===== src/rtl/fence_sequencer.sv =====
// Fence / fence.i / sfence.vma side-effect sequencer: drain SB, flush DC, IC, TLB in order, redirect fetch.
// Optional DCache-ack watchdog compiled in with FENCE_SEQ_WATCHDOG_EN.
module fence_sequencer #(
  parameter int TIMEOUT_CYCLES = 1024
) (
  input  logic clk_i,
  input  logic rst_i,
  input  logic fence_i,
  input  logic fence_i_i,
  input  logic sfence_vma_i,
  input  logic sb_empty_i,
  input  logic flush_dcache_ack_i,
  output logic flush_pipeline_o,
  output logic flush_dcache_o,
  output logic flush_icache_o,
  output logic flush_tlb_o,
  output logic set_pc_commit_o,
  output logic halt_o,
  output logic busy_o,
  output logic timeout_o
);

  typedef enum logic [2:0] {
    S_IDLE,
    S_DRAIN,
    S_FLUSH_DC,
    S_FLUSH_IC,
    S_FLUSH_TLB,
    S_RESUME
  } state_t;

  state_t r_state, w_state_nxt;
  logic   r_need_dc, r_need_ic, r_need_tlb, r_flush_pipe;
  logic   w_need_dc_nxt, w_need_ic_nxt, w_need_tlb_nxt, w_flush_pipe_nxt;
  logic   w_req;
  logic   w_dc_done;

  assign w_req = fence_i | fence_i_i | sfence_vma_i;

  always_ff @(posedge clk_i or posedge rst_i) begin
    if (rst_i) begin
      r_state      <= S_IDLE;
      r_need_dc    <= 1'b0;
      r_need_ic    <= 1'b0;
      r_need_tlb   <= 1'b0;
      r_flush_pipe <= 1'b0;
    end else begin
      r_state      <= w_state_nxt;
      r_need_dc    <= w_need_dc_nxt;
      r_need_ic    <= w_need_ic_nxt;
      r_need_tlb   <= w_need_tlb_nxt;
      r_flush_pipe <= w_flush_pipe_nxt;
    end
  end

  always_comb begin
    w_state_nxt      = r_state;
    w_need_dc_nxt    = r_need_dc;
    w_need_ic_nxt    = r_need_ic;
    w_need_tlb_nxt   = r_need_tlb;
    w_flush_pipe_nxt = 1'b0;
    case (r_state)
      S_IDLE: begin
        // Simultaneous requests merge into one sequence via the flag union.
        if (w_req) begin
          w_state_nxt      = S_DRAIN;
          w_need_dc_nxt    = fence_i | fence_i_i;
          w_need_ic_nxt    = fence_i_i;
          w_need_tlb_nxt   = sfence_vma_i;
          w_flush_pipe_nxt = 1'b1;
        end
      end
      S_DRAIN: begin
        if (sb_empty_i) begin
          if (r_need_dc)       w_state_nxt = S_FLUSH_DC;
          else if (r_need_ic)  w_state_nxt = S_FLUSH_IC;
          else if (r_need_tlb) w_state_nxt = S_FLUSH_TLB;
          else                 w_state_nxt = S_RESUME;
        end
      end
      S_FLUSH_DC: begin
        if (w_dc_done) begin
          if (r_need_ic)       w_state_nxt = S_FLUSH_IC;
          else if (r_need_tlb) w_state_nxt = S_FLUSH_TLB;
          else                 w_state_nxt = S_RESUME;
        end
      end
      S_FLUSH_IC:  w_state_nxt = r_need_tlb ? S_FLUSH_TLB : S_RESUME;
      S_FLUSH_TLB: w_state_nxt = S_RESUME;
      S_RESUME: begin
        w_state_nxt    = S_IDLE;
        w_need_dc_nxt  = 1'b0;
        w_need_ic_nxt  = 1'b0;
        w_need_tlb_nxt = 1'b0;
      end
      default: w_state_nxt = S_IDLE;
    endcase
  end

`ifdef FENCE_SEQ_WATCHDOG_EN
  localparam int CW = $clog2(TIMEOUT_CYCLES);
  logic [CW-1:0] r_wd_cnt;
  logic          r_timeout;
  logic          w_wd_expire;

  assign w_wd_expire = (r_state == S_FLUSH_DC) && !flush_dcache_ack_i &&
                       (r_wd_cnt == CW'(TIMEOUT_CYCLES - 1));

  // Counter is held at zero outside FLUSH_DC, so each entry starts fresh.
  always_ff @(posedge clk_i or posedge rst_i) begin
    if (rst_i) begin
      r_wd_cnt  <= '0;
      r_timeout <= 1'b0;
    end else begin
      if (r_state == S_FLUSH_DC) r_wd_cnt <= r_wd_cnt + 1'b1;
      else                       r_wd_cnt <= '0;
      if (w_wd_expire) r_timeout <= 1'b1;
    end
  end

  assign w_dc_done = flush_dcache_ack_i | w_wd_expire;
  assign timeout_o = r_timeout;
`else
  logic [31:0] w_unused_timeout;
  assign w_unused_timeout = TIMEOUT_CYCLES;
  assign w_dc_done = flush_dcache_ack_i;
  assign timeout_o = 1'b0;
`endif

  assign flush_pipeline_o = r_flush_pipe;
  assign flush_dcache_o   = (r_state == S_FLUSH_DC);
  assign flush_icache_o   = (r_state == S_FLUSH_IC);
  assign flush_tlb_o      = (r_state == S_FLUSH_TLB);
  assign set_pc_commit_o  = (r_state == S_RESUME);
  assign halt_o           = (r_state != S_IDLE);
  assign busy_o           = (r_state != S_IDLE);

endmodule


===== config.mk =====
export PLATFORM = sky130hd
export DESIGN_NAME = fence_sequencer
export DESIGN_NICKNAME = d
export VERILOG_FILES = /design/src/rtl/fence_sequencer.sv
export SDC_FILE = /design/constraint.sdc
export NUM_CORES = 1
export LEC_CHECK = 0
export CORE_AREA = 2 2 39 41
export CTS_CLUSTER_SIZE = 30
export DETAILED_ROUTE_END_ITERATION = 10
export DIE_AREA = 0 0 41 43
export DONT_BUFFER_PORTS = 1
export PLACE_DENSITY = 0.53
export SYNTH_ARGS = -nofsm -noshare
export SYNTH_HDL_FRONTEND = slang
export SYNTH_SLANG_ARGS = --single-unit

===== constraint.sdc =====
create_clock -name clk_i -period 4.3 [get_ports clk_i]
set_clock_uncertainty 0.15 [all_clocks]
set_input_delay 1.075 -clock clk_i [delete_from_list [all_inputs] [get_ports clk_i]]
set_output_delay 1.075 -clock clk_i [all_outputs]
set_load 0.005 [all_outputs]

==> flow_summary.ini <==
[clock_network]
cts.sinks = 7
cts_resized = 0
clockRootBuffer = clkbuf_4
cts_setup_buffers = 0
clock_latency_ps = 270
h-tree-depth = 1
cts.clk_slew.worst_paths_ps = 60
cts_buffers = 3
holdBufCountCts = 0
clockBufferDepth = 2
cts_tree = built

[worst_hold_path]
hold_depth = 2
hold_end = r_need_tlb
worstHoldStart = r_need_tlb
hp-class = reg2reg

[worst_setup_path]
cp_slowest_stage_delay_ps = 470
crit_required_ps = 3070
slowest_stage = dfrtp_1
path_delay_family = flip-flops
reg2reg_to = r_state[0]
crit_chain = inv_2 > or3_4 > clkinv_1
cp-startpoint = r_state[2]
path_class = reg2out
cp_max_fo = 8
end_kind = primary output
rrSetupSlack_ps = 2760
path_buf_inv = 2
cp-start-kind = flip-flop
cp.arrival_ps = 1350
reg2regPathDepth = 4
r2r-start = r_state[2]

[detailed_routing]
ant_nets = 0
num_vias = 364
dr.pass1.iters = 4
finalWirelength_um = 961
drcViolationCount = 0
drt-wirelength-per-cell_um = 13.9
vias_per_cell = 5.28
first_iter_violations = 13

[sta]
post-route-period-util_pct = 60.0
grt_setup_unrepaired = no
hold_viol_final = 0
final-setup-viol-count = 0
hold-worst-slack_ps = 351
period_minus_slack_ps = 2580
fin_tns_setup_ps = 0
slew_violations = 0
max_freq_mhz = 388

[die]
die_x_um = 41
die_h_um = 43
core_area_sq_um = 1380
boundaryPins = 15
start_util_pct = 32.5
rows = 14
die_area_sq_um = 1760

[global_route]
grt_pass1_wl_um = 1500
grt_max_degree = 14
grt.overflow.total = 0
grt_pass1_vias = 341
track_usage_pct = 13.1
antenna_found_initial = 0

[pwr]
p_sw_share_pct = 45.4
p_comb_share_pct = 45.3
p_int_mw = 0.207
powerDensity_nw_per_um2 = 798
seqPwrFrac_pct = 37.0
ir_drop_uv = 226
p_clk_share_pct = 17.7
total_power_mw = 0.378
leakage_nw = 0.204
p_sw_mw = 0.172

[place]
dp_cells = 65
hpwl_um = 723
place.gp.congestion = 0.703
port_buffers = 0

[synth]
yosys-top-cells-count = dfrtp_1 (7), nand2_1 (4), nor2_1 (4), o21ai_0 (4)
ys_types = 27
syn_area_sq_um = 450
synth_area_leaders = dfrtp_1 (39%), buf_4 (5.0%), o21ai_0 (4.4%)
synthFlopType = dfrtp_1
synth-async-reset-ratio_pct = 100
yosys.area.top_type = dfrtp_1
synth.most_common_cell = dfrtp_1
ys_seq_elements = 7
yosysSeqAreaShare_pct = 38.9
synth_edf_count = 0
syn_avg_cell_area_sq_um = 8.66
synth_top_cell_area_share_pct = 38.9
synth_cells = 52
yosys_warnings = 0
synth_nets = 59

[final_layout]
layout-drive-gt1-share_pct = 20.8
final_nets = 61
area_growth_pct = 5.28
insertedDiodeCount = 0
finalNonFillerCells = 69
final_util_pct = 34.3

[job]
drv_cap = 0

[run_status]
status = complete, no violations
routing by layer:
| layer | track usage [%] | part of all wire, % | up-vias |
|---|---|---|---|
| met5 | 0 | 0 | - |
| met4 | 8.00 | 2.0 | 0 |
| met3 | 4.71 | 4.7 | 3 |
| met2 | 18.4 | 47 | 7 |
| met1 | 16.1 | 46 | 174 |
| li1 | - | - | 180 |
placed cells by master (no fill, tap or decap), types with 2 or more instances in the layout:
cell type / synthesis / layout
a22oi_1: 2 / 2
clkbuf_4: 0 / 3
dfrtp_1: 7 / 7
inv_1: 3 / 3
inv_2: 2 / 2
nand2_1: 4 / 4
nand3_1: 2 / 2
nor2_1: 4 / 4
nor3b_1: 2 / 2
o21ai_0: 4 / 4
o21ai_1: 2 / 2
o2bb2ai_1: 2 / 2
sequential cells by signal, indices dropped and copies added (netlist names):
register / flops
flush_pipeline_o: 1
r_need_dc: 1
r_need_ic: 1
r_need_tlb: 1
r_state: 3
area by class of cell:
type / count / area (sq um)
Clock buffer: 4 / 26.3
Multi-Input combinational cell: 36 / 230
Sequential cell: 7 / 175
Tap cell: 16 / 20.0
Inverter: 6 / 22.5
Fill cell: 151 / 910
worst min-delay path: cells and delay by family, from the launching register on:
kind	cells	cell delay (ps)
flops	1	340
simple gates	2	120
logic make-up (layout without fill, tap and decap cells):
kind of cell           Yosys count  count (layout)  share of synthesized area, %
buffers and inverters            9              10                          10.0
other                            1               1                         0.833
AOI/OAI and AO/OA               14              14                          23.1
and+or+nand+nor                 21              21                          27.2
DFF                              7               7                          38.9
power by group through the flow:
stage	Combinational, mW	Sequential (mW)	Clock, mW
after floorplan	0.163	0.125	0
after global placement	0.170	0.140	0
after detailed placement	0.173	0.140	0
after CTS	0.174	0.139	0.0659
after global routing	0.195	0.146	0.0707
final	0.172	0.140	0.0669
worst max path at each step:
stage                      end  depth (start not counted)
2_1_floorplan  set_pc_commit_o                          3
3_3_place_gp   set_pc_commit_o                          3
5_1_grt        set_pc_commit_o                          3
4_1_cts        set_pc_commit_o                          3
3_5_place_dp   set_pc_commit_o                          3
6_report       set_pc_commit_o                          3
per-stage QoR:
step | area [sq um] | worst slack, ps
floorplan | 450 | 2110
global placement | 448 | 2020
detailed placement | 448 | 2020
CTS | 474 | 1730
global route | 474 | 1690
finish | 474 | 1720
Power figures use the tool's default switching activity.
